## src/rtl/mining_job_loader_pkg.sv

```systemverilog
// rtl/mining_job_loader_pkg.sv - shared widths, header default and state encoding for the job loader
package mining_job_loader_pkg;

    localparam logic [7:0] HDR_BYTE_DEFAULT = 8'hA5;
    localparam int         BLOCK_BYTES      = 12;
    localparam int         TARGET_W         = 8;
    localparam int         BLOCK_W          = 8 * BLOCK_BYTES;
    localparam int         NONCE_W          = 32;

    typedef enum logic [6:0] {
        ST_HDR    = 7'b000_0001,
        ST_TGT    = 7'b000_0010,
        ST_BLK    = 7'b000_0100,
        ST_CHK    = 7'b000_1000,
        ST_LAUNCH = 7'b001_0000,
        ST_WAIT   = 7'b010_0000,
        ST_ABORT  = 7'b100_0000
    } state_e;

endpackage

```

## src/rtl/mining_job_loader.sv

```systemverilog
// rtl/mining_job_loader.sv - frames a job byte stream, launches the nonce engine, collects its result
module mining_job_loader
    import mining_job_loader_pkg::*;
#(
    parameter logic [7:0]  HDR_BYTE   = HDR_BYTE_DEFAULT,
    parameter logic [31:0] TIMEOUT    = 32'd0,
    parameter int unsigned RST_CYCLES = 2
) (
    input  logic                clk,
    input  logic                reset,
    input  logic [7:0]          rx_data,
    input  logic                rx_valid,
    output logic                rx_ready,
    output logic [TARGET_W-1:0] target,
    output logic [BLOCK_W-1:0]  block,
    output logic                start,
    output logic                miner_rst,
    input  logic                terminado,
    input  logic [NONCE_W-1:0]  nonce_in,
    output logic [NONCE_W-1:0]  job_nonce,
    output logic                job_done,
    output logic                job_err,
    output logic                job_timeout,
    output logic                busy
);

    state_e               state_q, state_d;
    logic [3:0]           cnt_q, cnt_d;
    logic [7:0]           chk_q, chk_d;
    logic [31:0]          tmo_q, tmo_d;
    logic [TARGET_W-1:0]  target_q, target_d;
    logic [BLOCK_W-1:0]   block_q, block_d;
    logic [NONCE_W-1:0]   nonce_q, nonce_d;
    logic                 rx_ready_q, rx_ready_d;
    logic                 start_q, start_d;
    logic                 miner_rst_q, miner_rst_d;
    logic                 done_q, done_d;
    logic                 err_q, err_d;
    logic                 tmo_pulse_q, tmo_pulse_d;
    logic                 busy_q, busy_d;
    logic                 xfer;

    assign xfer = rx_valid & rx_ready_q;

    always_comb begin
        state_d     = state_q;
        cnt_d       = cnt_q;
        chk_d       = chk_q;
        tmo_d       = tmo_q;
        target_d    = target_q;
        block_d     = block_q;
        nonce_d     = nonce_q;
        start_d     = 1'b0;
        done_d      = 1'b0;
        err_d       = 1'b0;
        tmo_pulse_d = 1'b0;

        unique case (state_q)
            ST_HDR: begin
                if (xfer && rx_data == HDR_BYTE) begin
                    chk_d   = '0;
                    state_d = ST_TGT;
                end
            end
            ST_TGT: begin
                if (xfer) begin
                    target_d = rx_data;
                    chk_d    = chk_q ^ rx_data;
                    cnt_d    = '0;
                    state_d  = ST_BLK;
                end
            end
            ST_BLK: begin
                if (xfer) begin
                    for (int k = 0; k < BLOCK_BYTES; k++) begin
                        if (cnt_q == 4'(k)) block_d[BLOCK_W-1-8*k -: 8] = rx_data;
                    end
                    chk_d = chk_q ^ rx_data;
                    cnt_d = cnt_q + 4'd1;
                    if (cnt_q == 4'(BLOCK_BYTES - 1)) state_d = ST_CHK;
                end
            end
            ST_CHK: begin
                if (xfer) begin
                    if (rx_data == chk_q) begin
                        state_d = ST_LAUNCH;
                    end else begin
                        err_d   = 1'b1;
                        state_d = ST_HDR;
                    end
                end
            end
            ST_LAUNCH: begin
                start_d = 1'b1;
                tmo_d   = '0;
                state_d = ST_WAIT;
            end
            ST_WAIT: begin
                // A result arriving on the expiry cycle still counts as a completed job.
                if (terminado) begin
                    nonce_d = nonce_in;
                    done_d  = 1'b1;
                    tmo_d   = '0;
                    state_d = ST_ABORT;
                end else if (TIMEOUT != 32'd0 && tmo_q == TIMEOUT - 32'd1) begin
                    tmo_pulse_d = 1'b1;
                    tmo_d       = '0;
                    state_d     = ST_ABORT;
                end else if (tmo_q != '1) begin
                    tmo_d = tmo_q + 32'd1;
                end
            end
            ST_ABORT: begin
                // The timeout counter is reused here to length the engine re-arm pulse.
                if (tmo_q + 32'd1 >= 32'(RST_CYCLES)) begin
                    tmo_d   = '0;
                    state_d = ST_HDR;
                end else begin
                    tmo_d = tmo_q + 32'd1;
                end
            end
            default: state_d = ST_HDR;
        endcase

        rx_ready_d  = (state_d == ST_HDR) || (state_d == ST_TGT) ||
                      (state_d == ST_BLK) || (state_d == ST_CHK);
        miner_rst_d = (state_d == ST_ABORT);
        busy_d      = (state_d != ST_HDR);
    end

    always_ff @(posedge clk) begin
        if (reset) begin
            state_q     <= ST_HDR;
            cnt_q       <= '0;
            chk_q       <= '0;
            tmo_q       <= '0;
            target_q    <= '0;
            block_q     <= '0;
            nonce_q     <= '0;
            rx_ready_q  <= 1'b1;
            start_q     <= 1'b0;
            miner_rst_q <= 1'b0;
            done_q      <= 1'b0;
            err_q       <= 1'b0;
            tmo_pulse_q <= 1'b0;
            busy_q      <= 1'b0;
        end else begin
            state_q     <= state_d;
            cnt_q       <= cnt_d;
            chk_q       <= chk_d;
            tmo_q       <= tmo_d;
            target_q    <= target_d;
            block_q     <= block_d;
            nonce_q     <= nonce_d;
            rx_ready_q  <= rx_ready_d;
            start_q     <= start_d;
            miner_rst_q <= miner_rst_d;
            done_q      <= done_d;
            err_q       <= err_d;
            tmo_pulse_q <= tmo_pulse_d;
            busy_q      <= busy_d;
        end
    end

    assign rx_ready    = rx_ready_q;
    assign target      = target_q;
    assign block       = block_q;
    assign start       = start_q;
    assign miner_rst   = miner_rst_q;
    assign job_nonce   = nonce_q;
    assign job_done    = done_q;
    assign job_err     = err_q;
    assign job_timeout = tmo_pulse_q;
    assign busy        = busy_q;

endmodule

```

## config.mk

```make
export PLATFORM = sky130hd
export DESIGN_NAME = mining_job_loader
export DESIGN_NICKNAME = d
export VERILOG_FILES = /design/src/rtl/mining_job_loader_pkg.sv /design/src/rtl/mining_job_loader.sv
export SDC_FILE = /design/constraint.sdc
export NUM_CORES = 1
export LEC_CHECK = 0
export ABC_AREA = 1
export CAP_MARGIN = 30
export CORE_UTILIZATION = 35
export DETAILED_ROUTE_END_ITERATION = 7
export PLACE_DENSITY = 0.63
export SLEW_MARGIN = 20
export SYNTH_ARGS = -nofsm -noshare
export SYNTH_HDL_FRONTEND = slang
export SYNTH_SLANG_ARGS = --single-unit
```

## constraint.sdc

```tcl
create_clock -name clk -period 2.2 [get_ports clk]
set_clock_uncertainty 0.1 [all_clocks]
set_input_delay 0.55 -clock clk [delete_from_list [all_inputs] [get_ports clk]]
set_output_delay 0.55 -clock clk [all_outputs]
set_load 0.05 [all_outputs]
```

# ---- Word level (Yosys, flattened, before mapping)
# Cells that the tools add are included.
dict set report word_totals {
  out_inout_bits 143
  inputBits 44
  elab_cells 114
  reg_bits 193
}
dict set report op_classes {
  eq_ne 32
  reduce_logical 28
  n_addsub 2
  bitwise 5
  muxes 22
  n_lt_le_gt_ge 1
}
# op n
set ops {}
lappend ops {{2-to-1 mux 32 bit} 3}
lappend ops {{one-hot mux 32 bit (3 select lines)} 1}
lappend ops {{2-to-1 mux 7 bit} 7}
lappend ops {{one-hot mux 7 bit (7 select lines)} 1}
lappend ops {{AND reduction 3 bit} 14}
lappend ops {{adder 32 x 1 -> 32 bit, second input constant} 1}
lappend ops {{>= comparator 32 x 2 -> 1 bit, second input constant} 1}
lappend ops {{!= test 32 bit, second input constant} 1}
lappend ops {{equality test 4 x 3 -> 1 bit, second input constant} 4}
lappend ops {{equality test 4 bit, second input constant} 4}
lappend ops {{2-to-1 mux 8 bit} 2}
lappend ops {{one-hot mux 8 bit (2 select lines)} 1}
lappend ops {{equality test 7 x 1 -> 1 bit, second input constant} 2}
lappend ops {{equality test 7 x 2 -> 1 bit, second input constant} 2}
lappend ops {{equality test 7 x 3 -> 1 bit, second input constant} 2}
lappend ops {{equality test 7 x 4 -> 1 bit, second input constant} 2}
lappend ops {{equality test 7 bit, second input constant} 2}
lappend ops {{equality test 4 x 2 -> 1 bit, second input constant} 2}
lappend ops {{equality test 8 bit} 1}
lappend ops {{equality test 8 bit, second input constant} 1}
lappend ops {{2-to-1 mux 4 bit} 2}
lappend ops {{one-hot mux 4 bit (2 select lines)} 1}
lappend ops {{bitwise XOR 8 bit} 1}
lappend ops {{equality test 7 x 5 -> 1 bit, second input constant} 1}
lappend ops {{19 further kinds} 31}

# ---- Logic depth before layout (Yosys ltp)
# Gate-level depths: netlist of run 1.
dict set report depth {
  depth_word 8
  ltp_mapped 16
}

# ---- Worst setup path after synthesis of run 1
# Ideal clock, no wire load.
dict set report synth_timing {
  path_type {reg2reg}
  startpoint {register tmo_q[0]}
  endpoint {register tmo_q[0]}
  period_less_slack_ps 2072
  n_path_buf 0
  path_stages_with_launch 15
  arrival_ps 1902
  path_slack_ps 128
  setup_time_ps 70
  path_cell_list {dfxtp_1 > ha_1 > inv_1 > nor2_2 > nand2_2 > nor2_2 > xnor2_1 > nand2_1 > nor2_1 > nand2_1 > nor2_2 > nand3_2 > nand2_2 > nand2_1 > a21oi_1}
}
dict set report synth_via {
  elab_chain_len 4
  word_cells_on_any_way 9
}
# element line
set synth_lines {}
lappend synth_lines {{start, declared} mining_job_loader.sv:30} ;# logic [31:0] tmo_q, tmo_d;
lappend synth_lines {{start signal, assigned} mining_job_loader.sv:151} ;# tmo_q <= tmo_d;
lappend synth_lines {{adder 32 x 1 -> 32 bit} {mining_job_loader.sv:110, mining_job_loader.sv:115, mining_job_loader.sv:119}}
lappend synth_lines {{>= comparator 32 x 2 -> 1 bit or 2-to-1 mux 32 bit (tied branches)} {mining_job_loader.sv:115, mining_job_loader.sv:109}}
lappend synth_lines {{2-to-1 mux 32 bit (on tied branches)} {mining_job_loader.sv:115, mining_job_loader.sv:100}}
lappend synth_lines {{one-hot mux 32 bit (3 select lines)} mining_job_loader.sv:58} ;# unique case (state_q)
# Parallel ways exist; a longest one is shown, timed or not. The select of a mux whose other input is x is not followed.
# A chain may end at the register's enable or synchronous reset.

# ---- Final worst setup path of run 1
dict set report layout_timing {
  startpoint {register tmo_q[0]}
  endpoint {register tmo_q[5]}
}
# The elaborated chain is that of the path after synthesis.

==> reports/results.txt, run 1 <==
outcome: finished, violations left
failing checks: setup timing
Starting Density: 35.7%
maximum vdd drop: 0.000461 V
final hold vios: 0
wire length per cell: 14.3 um
Clock transition at path regs: 0.09 ns
cell taking the most area after synthesis: dfxtp_1
Root Driver: clkbuf_16
Yosys top cell area share: 45.9%
GRT overflow: 0
Worst-Skew Late Latency: 0.45 ns
Hold Path Origin: block[44]$_SDFFE_PP0P_
CP Launch Type: flop
RSZ-0062 raised after global routing: true
Placed Area: 0.0113 mm^2
fin area: 0.0123 mm^2
DR DRC count: 0
Tcrit/Tclk final: 102%
NumNets Final: 1526
Area contributors post-synth: dfxtp_1 46%, nand2_1 9.2%, a21oi_1 8.7%
Worst Hold Class: reg2reg
WHS: 0.343 ns
WP data required: 2.48 ns
CP endpoint kind: flop
dpl ws: -0.296 ns
cell area after synthesis: 0.00841 mm^2
RePlAce Congestion: 0.881
Hold Path Stages: 2
Via-to-Cell Ratio: 4.75
Leak: 5.34 nW
FILL cells: 2356
P&R area growth vs syn: 46.5%
Max Slew Vio Count: 0
CTS buffer count: 17
Hold Path End: block[44]$_SDFFE_PP0P_
Reg2Reg Depth: 13
largest net degree at the start of global routing: 108
Syn Area/Cell: 7.06 um^2
clock sinks: 193
initial DRC count: 423
PD cells: 571 mW/mm^2
Slew @ Worst Pin: 0.636 ns
Core ar.: 0.0235 mm^2
Final WS setup: -0.0397 ns
Detailed Routing Iterations Pass 1: 4
I/O Buffers: 185
All-Layer GR Usage: 20.7%
worst-case clock buffer depth: 2
Die X: 157 um
# diodes: 0
CTS tree: done
CP startpoint: tmo_q[0]$_SDFFE_PP0P_
Worst R2R End: tmo_q[5]$_SDFFE_PP0P_
Setup CP Type: reg2reg
Fin Setup TNS: -0.107 ns
Detailed Route WL: 25900 um
first-pass GRT wire length: 40000 um
Final ANT Viol Nets: 0
Yosys reg bits: 193
Yosys warnings: 0
FF-to-FF Start: tmo_q[0]$_SDFFE_PP0P_
vias in the first global route: 7898
fin crit period: 2.24 ns
die area: 0.0247 mm^2
# setup viols final: 7
routed via count: 8583
detailed placement HPWL: 18200 um
die height: 157 um
fraction of layout cells with a size suffix above 1: 20.6%
std cell rows: 56
max_cap viols: 0
cell count after synthesis: 1191
peak fanout along the critical path: 8
sequential-to-total area share from yosys stat: 45.9%
io pins: 187
r2r setup slk: -0.04 ns
Cell variety after synth: 33
critical path arrival: 2.52 ns
slew margin rel.: 57.5%
Syn Nets: 1241
H-Tree Depth: 4
initial antenna violation count: 0
f_max: 446 MHz
-- layout make-up --
| class | count | area [um^2] | share of cell area [%] |
|---|---|---|---|
| well taps | 319 | 399 | 3.24 |
| multi-input cells | 792 | 4050 | 32.9 |
| inverters | 145 | 552 | 4.48 |
| repair buffers | 327 | 2810 | 22.8 |
| clock buffers | 17 | 425 | 3.45 |
| clock inverters | 15 | 199 | 1.61 |
| flip-flops and latches | 193 | 3890 | 31.6 |
-- cells in the mapped netlist --
master / count
buf_4: 1
buf_1: 1
dfxtp_1: 193
clkbuf_1: 47
nor2_2: 10
or2_2: 1
clkinv_1: 1
nor3_1: 12
nand3b_1: 3
inv_2: 5
nand2_2: 5
nand4_1: 13
nor2_1: 159
nor4_1: 12
nand4_2: 1
buf_2: 12
conb_1: 1
ha_1: 6
xor2_1: 16
o21a_1: 4
nand3_1: 53
o21ai_1: 2
inv_1: 139
and3_1: 1
a31oi_4: 1
nor2_4: 4
nand2_1: 207
xnor2_1: 3
nor4_2: 1
nand3_2: 1
a21oi_1: 147
o21bai_1: 1
o21ai_0: 128
-- stage by stage --
stage,instances,total power [mW],utilization (%)
detailed placement,1761,3.86,48.2
floorplan,1191,3.69,-
CTS,1797,7.11,50.9
finish,1808,7.03,52.3
global placement,1761,3.86,48.2
global route,1808,7.29,52.3
-- logic make-up after synthesis --
group / synth area share [%]
simple gates: 24.5
xor+xnor: 1.98
flops: 45.9
fa+ha+maj: 0.893
buf+inv: 9.42
other cells: 0.0446
compound gates: 17.2
-- worst max-delay path, cell delays in order (launching register included) --
cell and delay [ns]:
dfxtp_2 0.36, ha_4 0.18, inv_4 0.04, nor2_4 0.15, nand2_2 0.11, buf_4 0.16, nor4_4 0.25, buf_4 0.16
a31oi_4 0.10, clkinv_4 0.14, buf_12 0.13, buf_4 0.11, nand2_1 0.04, a21oi_1 0.13
-- cells in the final DEF (no fill, tap or decap), types with 5 or more instances in the layout --
master,instances
nand2_1,193
dfxtp_1,177
buf_4,160
nor2_1,142
inv_1,136
a21oi_1,135
o21ai_0,126
dlygate4sd2_1,112
nand3_1,48
clkdlybuf4s50_1,42
clkbuf_16,19
nand2_2,17
nor2_2,16
xor2_1,16
nor2_4,15
dfxtp_2,14
nand4_1,13
nor3_1,12
a21oi_2,12
nor4_1,8
inv_2,6
ha_1,5
buf_6,5
-- worst max-delay path by stage --
stage | to | slack [ns] | depth (start not counted)
final | tmo_q[5]$_SDFFE_PP0P_ | -0.04 | 13
after CTS | tmo_q[11]$_SDFFE_PP0P_ | -0.05 | 16
after global placement | state_q[3]$_SDFF_PP0_ | -0.32 | 11
after global routing | busy$_SDFF_PP0_ | -0.17 | 17
after floorplan | tmo_q[0]$_SDFFE_PP0P_ | 0.13 | 14
after detailed placement | state_q[3]$_SDFF_PP0_ | -0.30 | 11
-- registers in the layout (all words and copies together), names as in the netlist --
name,count
start,1
tmo_q,32
job_nonce,32
busy,1
chk_q,8
cnt_q,4
miner_rst,1
state_q,7
block,96
job_done,1
rx_ready,1
job_err,1
target,8
-- per-layer routing --
layer,routed length [um],track usage [%]
met5,0,0
met2,12400,35.6
met3,1270,3.77
met1,11700,25.9
met4,536,7.17
-- what timing repair did --
| action | CTS | global route |
|---|---|---|
| hold buffers | 0 | 0 |
| pin swaps | 13 | 16 |
| gates resized for setup | 150 | 66 |
| cloned | 0 | 2 |
| buffers inserted | 4 | 9 |
| endpoints found under the setup margin | 152 | 84 |
-- report_power, final --
part | switching, mW | internal (mW) | leakage, nW
registers | 0.000210 | 3.49 | 1.56
logic | 0.167 | 0.128 | 3.47
clock network | 1.67 | 1.58 | 0.303
Power figures use the tool's default switching activity.
==> inputs of run 2 (changes only) <==
Settings changed: HOLD_SLACK_MARGIN set to 0.12.
==> results of run 2 <==
Final layout, timing and power as in run 1 (identical DEF).
==> inputs of run 3 (changes only) <==
Settings changed: GPL_TIMING_DRIVEN set to 1.
==> results of run 3 <==
Final layout, timing and power as in run 1 (identical DEF).
